`src/rtl/image_sdram_writer_pkg.sv`:
```
// -----------------------------------------------------------------------------
// image_sdram_writer_pkg
//   Shared video constants and types for the SDRAM image path. The per-line
//   video fetch (reader) and the image loader (writer) both derive their word
//   layout from these constants, so the two sides cannot drift apart.
//
//   Contents:
//     IMAGE_WIDTH / IMAGE_HEIGHT / BYTES_PER_PIXEL : raw image geometry
//     WORDS_PER_LINE : 16-bit SDRAM words per image line
//     writer_state_e : image writer control states
//     count_width()  : width of the word counters for a given word total
// -----------------------------------------------------------------------------
package image_sdram_writer_pkg;

  localparam int IMAGE_WIDTH     = 720;
  localparam int IMAGE_HEIGHT    = 720;
  localparam int BYTES_PER_PIXEL = 3;

  // One 16-bit word carries one background byte and one mask byte, so a line
  // needs one word per colour byte.
  localparam int WORDS_PER_LINE  = IMAGE_WIDTH * BYTES_PER_PIXEL;

  localparam int SDRAM_ADDR_W    = 25;
  localparam int SDRAM_WORD_W    = 16;
  localparam int MIN_COUNT_W     = 21;

  typedef enum logic [1:0] {
    IDLE  = 2'd0,
    LOAD  = 2'd1,
    DRAIN = 2'd2,
    DONE  = 2'd3
  } writer_state_e;

  // Counters must hold the value TOTAL itself, and never shrink below the
  // width the full-size image needs.
  function automatic int count_width(input int total);
    int w;
    w = $clog2(total + 1);
    return (w > MIN_COUNT_W) ? w : MIN_COUNT_W;
  endfunction

endpackage

```
`src/rtl/image_sdram_writer_word_fifo.sv`:
```
// -----------------------------------------------------------------------------
// word_fifo
//   Small synchronous FIFO for packed {mask, background} words. The head is
//   visible combinationally (first-word fall-through) so the writer can load
//   its request register from it on the same edge it pops.
//
//   Ports:
//     clk, rst_n   : clock, asynchronous active-low reset
//     clear_i      : synchronous flush (takes priority over push/pop)
//     push_i       : write push_data_i (ignored when full)
//     push_data_i  : word to enqueue
//     pop_i        : drop the head word (ignored when empty)
//     head_o       : current head word (valid when !empty_o)
//     count_o      : number of words stored
//     full_o       : count_o == DEPTH
//     empty_o      : count_o == 0
// -----------------------------------------------------------------------------
module word_fifo #(
  parameter int DEPTH = 4,   // power of two, at least 2
  parameter int WIDTH = 16
) (
  input  logic                     clk,
  input  logic                     rst_n,
  input  logic                     clear_i,
  input  logic                     push_i,
  input  logic [WIDTH-1:0]         push_data_i,
  input  logic                     pop_i,
  output logic [WIDTH-1:0]         head_o,
  output logic [$clog2(DEPTH):0]   count_o,
  output logic                     full_o,
  output logic                     empty_o
);

  localparam int AW = $clog2(DEPTH);
  localparam int CW = AW + 1;

  logic [WIDTH-1:0] mem_q [DEPTH];
  logic [AW-1:0]    wr_ptr_q, wr_ptr_d;
  logic [AW-1:0]    rd_ptr_q, rd_ptr_d;
  logic [CW-1:0]    count_q,  count_d;
  logic             do_push, do_pop;

  assign full_o  = (count_q == CW'(DEPTH));
  assign empty_o = (count_q == '0);
  assign count_o = count_q;
  assign head_o  = mem_q[rd_ptr_q];

  assign do_push = push_i && !full_o;
  assign do_pop  = pop_i  && !empty_o;

  // NOTE: every variable gets a default before any condition, so no path
  // leaves a value unassigned and no latch is inferred.
  always_comb begin
    wr_ptr_d = wr_ptr_q;
    rd_ptr_d = rd_ptr_q;
    count_d  = count_q;
    if (clear_i) begin
      wr_ptr_d = '0;
      rd_ptr_d = '0;
      count_d  = '0;
    end else begin
      // DEPTH is a power of two, so the pointers wrap by plain overflow.
      if (do_push) wr_ptr_d = wr_ptr_q + AW'(1);
      if (do_pop)  rd_ptr_d = rd_ptr_q + AW'(1);
      unique case ({do_push, do_pop})
        2'b10:   count_d = count_q + CW'(1);
        2'b01:   count_d = count_q - CW'(1);
        default: count_d = count_q;
      endcase
    end
  end

  // NOTE: state registers use non-blocking assignments so every flop samples
  // the pre-edge values regardless of process evaluation order.
  always_ff @(posedge clk or negedge rst_n) begin
    if (!rst_n) begin
      wr_ptr_q <= '0;
      rd_ptr_q <= '0;
      count_q  <= '0;
    end else begin
      wr_ptr_q <= wr_ptr_d;
      rd_ptr_q <= rd_ptr_d;
      count_q  <= count_d;
    end
  end

  // NOTE: the storage array has no reset; a word is only ever read after it
  // was written, because count_q gates every pop and the head is ignored when
  // empty. Leaving it unreset lets it map onto plain RAM/flops without reset.
  always_ff @(posedge clk) begin
    if (do_push && !clear_i) mem_q[wr_ptr_q] <= push_data_i;
  end

endmodule

```
`src/rtl/image_sdram_writer.sv`:
```
// -----------------------------------------------------------------------------
// image_sdram_writer
//   Loads the background and mask images into SDRAM in the interleaved layout
//   the per-line video fetch reads back. The input byte stream alternates
//   background / mask bytes; each pair becomes one 16-bit word
//   {mask, background}, passes through a small FIFO and is written at
//   consecutive word addresses from BASE_ADDR with a request/ack handshake.
//
//   Ports (all in the clk_sys_131_072 domain):
//     clk_sys_131_072 : system clock
//     reset_n         : asynchronous active-low reset
//     start           : one-cycle pulse, begins a load (ignored while busy)
//     in_valid/in_byte: byte stream, even index = background, odd = mask
//     in_ready        : a byte is accepted this cycle when in_valid is high
//     busy            : load or drain in progress
//     done            : all words written (held until the next start)
//     overflow        : a byte was offered while in_ready was low in LOAD
//     sd_wr           : write request, held until sd_wr_ack
//     sd_wr_addr      : SDRAM word address
//     sd_wr_data      : {mask byte, background byte}
//     sd_wr_ack       : one-cycle pulse, request accepted
// -----------------------------------------------------------------------------
module image_sdram_writer #(
  parameter int          WORDS_PER_LINE = image_sdram_writer_pkg::WORDS_PER_LINE,
  parameter int          LINES          = image_sdram_writer_pkg::IMAGE_HEIGHT,
  parameter logic [24:0] BASE_ADDR      = 25'h0,
  parameter int          FIFO_DEPTH     = 4
) (
  input  logic        clk_sys_131_072,
  input  logic        reset_n,
  input  logic        start,
  input  logic        in_valid,
  input  logic [7:0]  in_byte,
  output logic        in_ready,
  output logic        busy,
  output logic        done,
  output logic        overflow,
  output logic        sd_wr,
  output logic [24:0] sd_wr_addr,
  output logic [15:0] sd_wr_data,
  input  logic        sd_wr_ack
);

  import image_sdram_writer_pkg::*;

  localparam int               TOTAL   = WORDS_PER_LINE * LINES;
  localparam int               CNT_W   = count_width(TOTAL);
  localparam logic [CNT_W-1:0] TOTAL_C = CNT_W'(TOTAL);
  localparam int               FC_W    = $clog2(FIFO_DEPTH) + 1;

  writer_state_e state_q, state_d;

  logic             phase_q,       phase_d;
  logic [7:0]       bg_hold_q,     bg_hold_d;
  logic [CNT_W-1:0] push_count_q,  push_count_d;
  logic [CNT_W-1:0] write_count_q, write_count_d;
  logic             overflow_q,    overflow_d;
  logic             sd_wr_q,       sd_wr_d;
  logic [24:0]      sd_wr_addr_q,  sd_wr_addr_d;
  logic [15:0]      sd_wr_data_q,  sd_wr_data_d;

  logic             start_load;
  logic             accept;
  logic             fifo_push;
  logic             issue;
  logic             acked;
  logic [15:0]      fifo_head;
  logic [FC_W-1:0]  fifo_count;
  logic             fifo_full;
  logic             fifo_empty;

  // A load begins only from a quiescent state; start while busy is dropped.
  assign start_load = start && ((state_q == IDLE) || (state_q == DONE));
  assign accept     = in_valid && in_ready;
  // fifo_full is already excluded by in_ready; the extra term keeps the push
  // qualified locally for anyone reading the FIFO hookup in isolation.
  assign fifo_push  = accept && phase_q && !fifo_full;
  assign issue      = !sd_wr_q && !fifo_empty;
  assign acked      = sd_wr_q && sd_wr_ack;

  word_fifo #(
    .DEPTH (FIFO_DEPTH),
    .WIDTH (SDRAM_WORD_W)
  ) u_word_fifo (
    .clk         (clk_sys_131_072),
    .rst_n       (reset_n),
    .clear_i     (start_load),
    .push_i      (fifo_push),
    .push_data_i ({in_byte, bg_hold_q}),
    .pop_i       (issue),
    .head_o      (fifo_head),
    .count_o     (fifo_count),
    .full_o      (fifo_full),
    .empty_o     (fifo_empty)
  );

  // ---------------------------------------------------------------- FSM ----
  always_ff @(posedge clk_sys_131_072 or negedge reset_n) begin
    if (!reset_n) state_q <= IDLE;
    else          state_q <= state_d;
  end

  always_comb begin
    state_d = state_q;
    unique case (state_q)
      IDLE:    if (start) state_d = LOAD;
      LOAD:    if (push_count_q == TOTAL_C) state_d = DRAIN;
      // The last request must be acknowledged before the load is complete.
      DRAIN:   if ((write_count_q == TOTAL_C) && !sd_wr_q) state_d = DONE;
      DONE:    if (start) state_d = LOAD;
      default: state_d = IDLE;
    endcase
  end

  always_comb begin
    busy     = (state_q == LOAD) || (state_q == DRAIN);
    done     = (state_q == DONE);
    in_ready = (state_q == LOAD) && (fifo_count < FC_W'(FIFO_DEPTH))
               && (push_count_q < TOTAL_C);
  end

  // ----------------------------------------------------------- datapath ----
  always_comb begin
    phase_d       = phase_q;
    bg_hold_d     = bg_hold_q;
    push_count_d  = push_count_q;
    write_count_d = write_count_q;
    overflow_d    = overflow_q;
    sd_wr_d       = sd_wr_q;
    sd_wr_addr_d  = sd_wr_addr_q;
    sd_wr_data_d  = sd_wr_data_q;

    if (start_load) begin
      phase_d       = 1'b0;
      push_count_d  = '0;
      write_count_d = '0;
      overflow_d    = 1'b0;
    end else begin
      // Input side: pair up background and mask bytes.
      if (accept) begin
        if (!phase_q) begin
          bg_hold_d = in_byte;
          phase_d   = 1'b1;
        end else begin
          phase_d      = 1'b0;
          push_count_d = push_count_q + CNT_W'(1);
        end
      end
      if ((state_q == LOAD) && in_valid && !in_ready) overflow_d = 1'b1;

      // Output side: issue and ack are exclusive since both depend on sd_wr_q.
      if (acked) begin
        sd_wr_d       = 1'b0;
        write_count_d = write_count_q + CNT_W'(1);
      end
      if (issue) begin
        sd_wr_d      = 1'b1;
        sd_wr_data_d = fifo_head;
        sd_wr_addr_d = BASE_ADDR + 25'(write_count_q);
      end
    end
  end

  always_ff @(posedge clk_sys_131_072 or negedge reset_n) begin
    if (!reset_n) begin
      phase_q       <= 1'b0;
      bg_hold_q     <= '0;
      push_count_q  <= '0;
      write_count_q <= '0;
      overflow_q    <= 1'b0;
      sd_wr_q       <= 1'b0;
      sd_wr_addr_q  <= '0;
      sd_wr_data_q  <= '0;
    end else begin
      phase_q       <= phase_d;
      bg_hold_q     <= bg_hold_d;
      push_count_q  <= push_count_d;
      write_count_q <= write_count_d;
      overflow_q    <= overflow_d;
      sd_wr_q       <= sd_wr_d;
      sd_wr_addr_q  <= sd_wr_addr_d;
      sd_wr_data_q  <= sd_wr_data_d;
    end
  end

  assign overflow   = overflow_q;
  assign sd_wr      = sd_wr_q;
  assign sd_wr_addr = sd_wr_addr_q;
  assign sd_wr_data = sd_wr_data_q;

endmodule

```
`config.mk`:
```
export PLATFORM = sky130hd
export DESIGN_NAME = image_sdram_writer
export DESIGN_NICKNAME = d
export VERILOG_FILES = /design/src/rtl/image_sdram_writer_pkg.sv /design/src/rtl/image_sdram_writer_word_fifo.sv /design/src/rtl/image_sdram_writer.sv
export SDC_FILE = /design/constraint.sdc
export NUM_CORES = 1
export LEC_CHECK = 0
export ABC_AREA = 1
export BUFFER_PORTS_ARGS = -buffer_cell sky130_fd_sc_hd__buf_2
export CORE_MARGIN = 2
export CORE_UTILIZATION = 60
export CTS_CLUSTER_DIAMETER = 40
export DETAILED_ROUTE_END_ITERATION = 12
export PLACE_DENSITY = 0.82
export RECOVER_POWER = 100
export SYNTH_ARGS = -nofsm -noshare
export SYNTH_HDL_FRONTEND = slang
export SYNTH_SLANG_ARGS = --single-unit
```
`constraint.sdc`:
```
create_clock -name clk_sys_131_072 -period 3.35 [get_ports clk_sys_131_072]
set_clock_uncertainty 0.2 [all_clocks]
set_input_delay 0.8375 -clock clk_sys_131_072 [delete_from_list [all_inputs] [get_ports clk_sys_131_072]]
set_output_delay 0.8375 -clock clk_sys_131_072 [all_outputs]
set_load 0.005 [all_outputs]
```
* Yosys cells after proc, flatten, opt, wreduce, memory -nomap -nowiden
Memory sizes are Yosys's and may differ from the RTL's. A register that Yosys moved wholly into a read port is not among the register bits.
Cells that the tools add are included.
** Word-level totals
- Bits in registers :: 83
- Latch bits :: 0
- RAM bits :: 64
- Memory bits (read-only) :: 0
- Input bits :: 13
- Logic and storage cells :: 95
- Memories kept :: 1
** Operators by class
- Add/subtract/negate cells :: 6
- Multiply operators :: 0
- Div/mod/pow operators :: 0
- Magnitude comparators :: 2
- Equality and inequality tests :: 11
- Shift-type cells :: 0
- Muxes and demuxes :: 24
- Bitwise gates (word level) :: 2
- Reduce and logical (&&, ||, !) cells :: 38
** Memory list
- u_word_fifo.mem_q :: depth 4, bits a word 16, rd ports 1, clocked after Yosys merged registers in 1, wr ports 1, line image_sdram_writer_word_fifo.sv:37 : logic [WIDTH-1:0] mem_q [DEPTH];
** Operator list (count)
- two-way mux 21 bit :: 5
- adder 21 x 1 -> 21 bit, second input constant :: 2
- == test 21 bit, second input constant :: 2
- less-than comparator 21 bit, second input constant :: 1
- logical AND 1 bit :: 14
- two-way mux 2 bit :: 7
- nonzero test 2 bit :: 7
- two-way mux 1 bit :: 9
- == test 2 bit, second input constant :: 3
- logical NOT 1 bit :: 6
- case mux 2 bit (3 select lines) :: 1
- case mux 3 bit (2 select lines) :: 1
- AND reduction 2 bit :: 3
- AND reduction 3 bit :: 2
- adder 2 x 1 -> 2 bit, second input constant :: 2
- == test 2 x 1 -> 1 bit, second input constant :: 2
- inequality test 2 bit, second input constant :: 2
- adder 3 x 1 -> 3 bit, second input constant :: 1
- == test 3 bit, second input constant :: 1
- logical NOT 3 bit :: 1
- less-than comparator 3 bit, second input constant :: 1
- two-way mux 3 bit :: 1
- nonzero test 3 bit :: 1
- subtractor 3 x 1 -> 3 bit, second input constant :: 1
- 5 further kinds :: 7

* Depth between registers and ports, before layout
Gate-level depths: netlist of run 1.
- Depth in word-level cells :: 10
- Mapped depth :: 16

* By module
From an unflattened synthesis of run 1, not the netlist that was laid out.
** Unflattened totals
- Cells, all modules :: 834
- Area, all modules :: 7783.7 µm²
** By module, submodules not included
- image_sdram_writer :: times used 1, cells an instance 612, area an instance 4926.0 µm², seq. area each 2302.2 µm²
- word_fifo :: times used 1, cells an instance 222, area an instance 2857.7 µm², seq. area each 2097.0 µm²

* Worst setup path before layout of run 1
OpenSTA, ideal clock, no wires.
- Kind :: in2reg
- Start :: in start
- End :: mem u_word_fifo.mem_q[0][0], enable pin
- Library setup time :: 0.389 ns
- Arrival time :: 2.162 ns
- Setup slack :: 0.600 ns
- Stages on the path :: 4
- Cell sequence :: nand2_2 clkbuf_1 nand2_2 nor2_1
** Between the ends
- Word-level cells in the longest chain between the ends :: 5
** Ends and longest elaborated chain
- start: declaration :: line image_sdram_writer.sv:31 : input logic start,
- logical AND 1 bit :: line image_sdram_writer.sv:73 : assign start_load = start && ((state_q == IDLE) || (state_q == DONE));
- logical NOT 1 bit :: line image_sdram_writer_word_fifo.sv:91 : if (do_push && !clear_i) mem_q[wr_ptr_q] <= push_data_i;
- logical AND 1 bit :: line image_sdram_writer_word_fifo.sv:91
- two-way mux 1 bit :: line image_sdram_writer_word_fifo.sv:91
- two-way mux 1 bit (implied by the code) :: line image_sdram_writer_word_fifo.sv:91
- end: declaration :: line image_sdram_writer_word_fifo.sv:37
No other way between the ends.

* Worst setup path in the final report of run 1
- Start :: reg state_q[1]
- End :: mem u_word_fifo.mem_q[3][10], enable pin
** Between the ends
- Word-level cells in the longest chain between the ends :: 10
- Elaborated cells between the ends (all ways) :: 15
- Those cells by class :: 2 x eq/ne; 2 x mux; 11 x reduce/logical
** Ends and longest elaborated chain
- start: declaration :: line image_sdram_writer.sv:51 : writer_state_e state_q, state_d;
- start signal: assignment :: line image_sdram_writer.sv:100 : else state_q <= state_d;
- == test 2 x 1 -> 1 bit :: line image_sdram_writer.sv:118 : in_ready = (state_q == LOAD) && (fifo_count < FC_W'(FIFO_DEPTH))
- logical AND 1 bit :: line image_sdram_writer.sv:118
- logical AND 1 bit :: line image_sdram_writer.sv:119 : && (push_count_q < TOTAL_C);
- logical AND 1 bit :: line image_sdram_writer.sv:74 : assign accept = in_valid && in_ready;
- logical AND 1 bit (2 in series) :: line image_sdram_writer.sv:77 : assign fifo_push = accept && phase_q && !fifo_full;
- logical AND 1 bit :: line image_sdram_writer_word_fifo.sv:48 : assign do_push = push_i && !full_o;
- logical AND 1 bit * :: line image_sdram_writer_word_fifo.sv:91
- two-way mux 1 bit * :: line image_sdram_writer_word_fifo.sv:91
- two-way mux 1 bit (implied by the code) * :: line image_sdram_writer_word_fifo.sv:91
Every way passes the cells marked *; elsewhere a longest branch is shown, timed or not.

==> impl_summary.txt, run 1 <==
----------------------------------------------------
[Run status]
  Status ... finished with violations
  Failing checks ... max-capacitance violations, max-slew violations

[STA]
  Final setup violation count ... 0
  Max-Slew Margin vs Limit ... -44.7%
  Final worst setup slack ... 496 ps
  Unrepaired setup endpoints after global routing ... false
  Worst-Margin Slew ... 2170 ps
  Post-route clock period utilization ... about 85%
  Number of hold-slack violations in the final timing report ... 0
  Final critical path time including I/O delays and setup ... 2850 ps
  Maximum clock frequency ... 0.350 GHz
  Max-slew violations ... 100
  Final setup TNS ... 0 ps

[Floorplan]
  Standard cell core area ... between 10,000 and 15,000 µm²
  DIE WIDTH ... 117 µm
  Initial Util ... 61.0%
  Number of standard-cell rows in the floorplan ... 41
  I/O pin count ... 59
  Floorplan die area ... 13,600 µm²
  Die Y-Extent ... 117 µm

[Yosys]
  Count of state elements after synthesis ... 163
  Combined area of all synthesized cells ... 7640 µm²
  Number of distinct library cells after synthesis ... 40
  Mean instance size in the synthesized netlist ... 9.25 µm²
  Cells after synthesis ... between 800 and 900
  Yosys synthesis warning count ... 0
  Share of synthesized area occupied by flip-flops and latches ... 57.6%

[Clock network]
  Buffer cell driving the clock tree root ... clkbuf_16
  Clk_lat worst skew ... 430 ps
  Buffers inserted by post-CTS timing repair ... 0
  Number of hold buffers added after CTS ... 0
  TritonCTS clock tree ... done
  Post-cts repair resize count ... 0
  CTS H-tree depth ... 4
  Clock Tree Buf Depth ... 2
  CTS Sinks ... 163
  Clk pin slew, worst setup/hold paths ... roughly 60 ps
  TritonCTS Buffers ... 17

[Setup path]
  Critical path start-end classification ... flip-flop to flip-flop
  Critical path arrival ... 2720 ps
  Reg2Reg Depth ... 11
  Element type at the critical path start ... flip-flop
  Top fanout value on the critical path ... 34
  Endpoint required time on the critical path ... approximately 3200 ps
  Critical path endpoint category ... flip-flop

[Global routing]
  Maximum number of pins on one net before global-route repair ... 100
  Total congestion overflow after global routing ... 0
  First-pass GRT wire length ... 26,700 µm
  All-layer global routing usage ... 25.7%
  Initial antenna violation count ... 0
  Vias in the first global route ... 5,572

[Cells and area]
  Finished layout cell area ... 8540 µm²
  Signed area change from the synthesized netlist to the final layout ... 11.9%
  Most frequent standard cell in the layout excluding fill and tap cells ... nand2_1
  Net count of the finished layout ... 906
  Commonest cells after routing, fill and taps aside ... nand2_1, o21ai_0, dfrtp_1
  Total inserted antenna cells ... 0
  Fraction of layout instances using a drive strength above 1 ... under 10%

[Pwr]
  Worst ir drop on vdd ... roughly 0.33 mV
  Reported leakage power ... 3.93 nW
  Power per standard cell area ... 544 nW/µm²

[Drt]
  Number of optimization iterations in the first detailed-route pass ... 5
  DRT iter0 DRCs ... 604
  Detail-routed net length per standard cell ... 15.6 µm
  Via count of the routed design ... roughly 6,000
  Via count normalized by instance count ... 5.54
  Wire length reported by the detailed router ... approximately 17,000 µm
  DR DRC count ... 0
  Routed Antenna Nets ... 0

[Placement]
  Place WS ... slightly above 500 ps
  Placed wire-length estimate ... 10,600 µm
  Placed instance area ... around 8000 µm²
  Routability Congestion ... 0.936
  Count of buffers inserted at the top-level ports ... 54

[Min path]
  Hold Path Class ... flip-flop to flip-flop
  Number of cells on the worst hold path ... 2

[Job]
  Count of max-cap constraint violations ... 1

----------------------------------------------------
==> flip-flops by register name, summed over array words and instances (netlist names), 3 cells and up <==
name,flops
u_word_fifo.count_o,3
u_word_fifo.mem_q,64
write_count_q,21
bg_hold_q,8
push_count_q,21
sd_wr_addr,21
sd_wr_data,16
==> layout make-up <==
cell class,count,area [µm²]
Clock buffer,19,475
Clock inverter,13,165
Fill cell,954,3970
Inverter,87,327
Multi-Input combinational cell,548,2680
Sequential cell,163,4400
Tap cell,172,215
Timing Repair Buffer,64,285
==> Yosys cell counts (all sizes together) <==
cell type | count | area share (%)
clkbuf | 17 | 0.84
buf | 14 | 1.5
o31ai | 4 | 0.57
nor2 | 82 | 4.3
a21oi | 12 | 0.84
a31oi | 1 | 0.082
o22ai | 16 | 1.3
a21o | 1 | 0.098
nand2 | 195 | 10
nand3 | 46 | 3.3
xor2 | 7 | 0.80
edfxtp | 64 | 25
xnor2 | 2 | 0.23
dfrtp | 99 | 32
fa | 1 | 0.26
inv | 87 | 4.3
or2 | 2 | 0.16
o21ai | 102 | 7.1
nand4 | 34 | 2.8
conb | 1 | 0.049
nor4 | 5 | 0.41
nor3 | 22 | 1.6
ha | 11 | 1.8
o211ai | 1 | 0.098
==> metal layers <==
layer / up-vias / global-route usage (%) / wire (µm)
met4: 0 / 10.4 / 369
met3: 40 / 6.39 / 1020
met5: - / 0 / 0
met2: 205 / 41.3 / 7920
li1: 2877 / - / -
met1: 2784 / 33.9 / 7320
==> final timing paths <==
| kind | endpoint | slack [ps] | start |
|---|---|---|---|
| worst max-delay path | u_word_fifo.mem_q[3][10] | 500 | state_q[1] |
| max in group asynchronous | bg_hold_q[2] | 700 | reset_n |
| worst min-delay path | sd_wr_data[8] | 270 | sd_wr_data[8] |
| min in group asynchronous | sd_wr_data[8] | 950 | reset_n |
| worst max register to register | u_word_fifo.mem_q[3][10] | 500 | state_q[1] |
| worst min register to register | sd_wr_data[8] | 270 | sd_wr_data[8] |
==> cells by family (layout without fill, tap and decap cells) <==
| family | Yosys count | in the layout | share of synthesized area, % |
|---|---|---|---|
| AO/OA/AOI/OAI | 137 | 137 | 10.1 |
| XOR/XNOR | 9 | 9 | 1.03 |
| adder cells (fa/ha/maj) | 12 | 12 | 2.06 |
| buffers and inverters | 118 | 183 | 6.59 |
| flip-flops | 163 | 163 | 57.6 |
| other | 1 | 4 | 0.0491 |
| AND/OR/NAND/NOR | 386 | 386 | 22.6 |
==> report_power, final <==
group          switching, W  internal (W)
Combinational      0.000234     0.0000872
Sequential         0.000101       0.00215
Clock              0.000805       0.00127
==> metrics by stage <==
| stage | power [W] | hold slack [ps] | cells | utilization [%] |
|---|---|---|---|---|
| 3_3_place_gp | 0.00259 | 249 | 1034 | 64.3 |
| 2_1_floorplan | 0.00248 | 265 | 829 | - |
| 5_1_grt | 0.00479 | 285 | 1066 | 68.3 |
| 3_5_place_dp | 0.00260 | 257 | 1034 | 64.3 |
| 4_1_cts | 0.00466 | 274 | 1066 | 69.4 |
| 6_report | 0.00465 | 271 | 1066 | 68.3 |
==> critical path: stages (launching register included) <==
cell and delay [ps]:
dfrtp_1 410, inv_1 70, ha_1 210, nand2_1 70, a21oi_1 110, nand2_1 100, nor2_4 180, nand3_4 160
nand2_8 210, nand2_1 180, nor2_1 130, clkbuf_2 450
(Power assumes the default switching activity.)
==> run 2: changes to the inputs <==
- CORE_UTILIZATION: 60 -> 54
- PLACE_DENSITY: 0.82 -> 0.78
- clock period: 3.35 -> 2.5 ns (I/O delays scaled with it)
==> run 2 against run 1 <==
Compared with the run above: the run now ends clean; core utilization fell by 4.5 points; largest cell class unchanged; routed wire length rose by 4.0%; sequential share of layout area down 1.5 points; first-iteration DRC count down 3.3%; largest power group unchanged.
==> impl_summary.txt, run 2 (same netlist as run 1, synthesis figures left out) <==
----------------------------------------------------
[Cells and area]
  Post-route insts no fill ... 1,095
  Sequential cell area in the final layout ... 4400 µm²
  Fillers ... 1,076
  Total inserted antenna cells ... 0
  Biggest register ... u_word_fifo.mem_q
  Core occupancy in the finished layout ... 63.7%
  Flip-flop count of the largest register after layout ... 64
  Fraction of layout instances using a drive strength above 1 ... 13.4%
  Multi-input gate area in the final layout ... between 2000 and 3000 µm²
  Commonest cells after routing, fill and taps aside ... nand2_1, dfrtp_1, o21ai_0
  Net count of the finished layout ... 927
  Signed area change from the synthesized netlist to the final layout ... 15.4%
  Most frequent standard cell in the layout excluding fill and tap cells ... nand2_1

[Pwr]
  Proportion of power drawn by flip-flops and latches ... 49.5%
  Final Power ... ~0.0061 W
  Combinational cell fraction of total power ... ~7.5%
  Reported net switching power ... ~0.0015 W
  Power per standard cell area ... 691 nW/µm²
  Internal Power ... between 0.004 and 0.005 W
  Worst ir drop on vdd ... 0.528 mV
  Share of total power in the clock network ... approximately 43%
  Reported leakage power ... 4.03 nW
  Net switching fraction of the power ... about a quarter

[Placement]
  Routability Congestion ... 0.945
  Place WS ... 35.2 ps
  Placed cells ... 1,056
  Placed wire-length estimate ... 11,600 µm
  Count of buffers inserted at the top-level ports ... 54

[Setup path]
  Critical path start-end classification ... flip-flop to output port
  Critical path endpoint category ... output port
  Endpoint of the worst register-to-register path ... u_word_fifo.count_o[2]
  Launch instance of the worst register-to-register path ... state_q[0]
  Top fanout value on the critical path ... 3
  Endpoint required time on the critical path ... 1670 ps
  Reg2Reg Depth ... 15
  Element type at the critical path start ... flip-flop
  Worst Setup EP ... in_ready
  Critical path arrival ... 1650 ps
  Crit path from ... state_q[0]
  Flop2flop setup slack ... ~100 ps

[Drt]
  DR DRC count ... 0
  Via count of the routed design ... ~6,100
  Number of optimization iterations in the first detailed-route pass ... 5
  Detail-routed net length per standard cell ... between 15 and 20 µm
  Routed Antenna Nets ... 0
  Via count normalized by instance count ... approximately 5.5
  Wire length reported by the detailed router ... 17,300 µm
  DRT iter0 DRCs ... 584

[STA]
  Post-route clock period utilization ... between 90 and 100%
  Final critical path time including I/O delays and setup ... 2470 ps
  Unrepaired setup endpoints after global routing ... true
  Number of hold-slack violations in the final timing report ... 0
  Max-Slew Margin vs Limit ... 43.9%
  Max-slew violations ... 0
  Final setup violation count ... 0
  Fin Hold WS ... approximately 270 ps
  Final worst setup slack ... 30.0 ps
  Worst-Margin Slew ... 841 ps
  Maximum clock frequency ... about 0.40 GHz

[Run status]
  Status ... completed

[Floorplan]
  DIE WIDTH ... 123 µm
  Initial Util ... 55.2%
  Standard cell core area ... 13,800 µm²
  Floorplan die area ... between 15,000 and 20,000 µm²
  I/O pin count ... slightly below 60
  Number of standard-cell rows in the floorplan ... 43
  Die Y-Extent ... 123 µm

[Global routing]
  All-layer global routing usage ... 24.1%
  Total congestion overflow after global routing ... 0
  Maximum number of pins on one net before global-route repair ... 40
  First-pass GRT wire length ... 27,800 µm
  Initial antenna violation count ... 0
  Vias in the first global route ... ~5,800

[Clock network]
  Clk pin slew, worst setup/hold paths ... around 60 ps
  CTS H-tree depth ... 4
  Clock Tree Buf Depth ... 2
  TritonCTS Buffers ... 17
  Clk_lat worst skew ... about 430 ps
  Buffer cell driving the clock tree root ... clkbuf_16
  TritonCTS clock tree ... done
  CTS Sinks ... around 160

[Job]
  Count of max-cap constraint violations ... 0

[Min path]
  Hold Path Class ... flip-flop to flip-flop

----------------------------------------------------
[run 2: how the worst min path moves through the flow]
stage,from,end,slack [ps],cells past startpoint
after floorplan,reset_n,bg_hold_q[0],130,0
after global placement,sd_wr_data[2],sd_wr_data[2],250,2
after detailed placement,sd_wr_data[15],sd_wr_data[15],260,2
after CTS,in_byte[7],u_word_fifo.mem_q[2][15],230,1
after global routing,sd_wr_data[8],sd_wr_data[8],290,2
final,sd_wr_data[15],sd_wr_data[15],270,2
[run 2: worst max-delay path, cell delays in order (launching register included)]
cell	delay, ps
dfrtp_1	430
ha_4	180
nand2_2	50
a21oi_2	100
nand2_1	90
nor2_4	150
buf_6	120
buf_6	80
[run 2: cell type report]
class / instances / area share [%]
clock buffer: 19 / 4.91
clock inverter: 13 / 1.80
inverter: 87 / 3.71
multi-input combinational: 548 / 31.4
sequential: 163 / 50.0
tap: 180 / 2.56
timing repair buffer: 85 / 5.61
[run 2: power groups by stage]
stage / Combinational [W] / Sequential (W) / Clock, W
floorplan: 0.000302 / 0.00302 / 0
detailed placement: 0.000450 / 0.00305 / 0
global placement: 0.000435 / 0.00305 / 0
finish: 0.000453 / 0.00301 / 0.00262
CTS: 0.000457 / 0.00301 / 0.00265
global route: 0.000518 / 0.00303 / 0.00277
[run 2: per-layer routing]
layer	part of all wire (%)	up-vias	GRT usage (%)
met5	0	-	0
met4	1.8	0	8.84
met3	5.6	33	5.63
met2	49	188	39.6
met1	44	2912	31.2
li1	-	2919	-
[run 2: per-stage QoR]
stage / area (µm²) / TNS (ps)
after floorplan: 7650 / -13950
after global placement: 8190 / 0
after detailed placement: 8190 / 0
after CTS: 8840 / 0
after global routing: 8810 / -55.9
final: 8810 / 0
[run 2: timing repair]
action                     CTS  global route
hold endpoints to repair    28             0
setup buffers                4             2
gates resized for setup      4            10
hold buffers                 1             0
pin swaps                    2             4
setup endpoints to repair    2             2
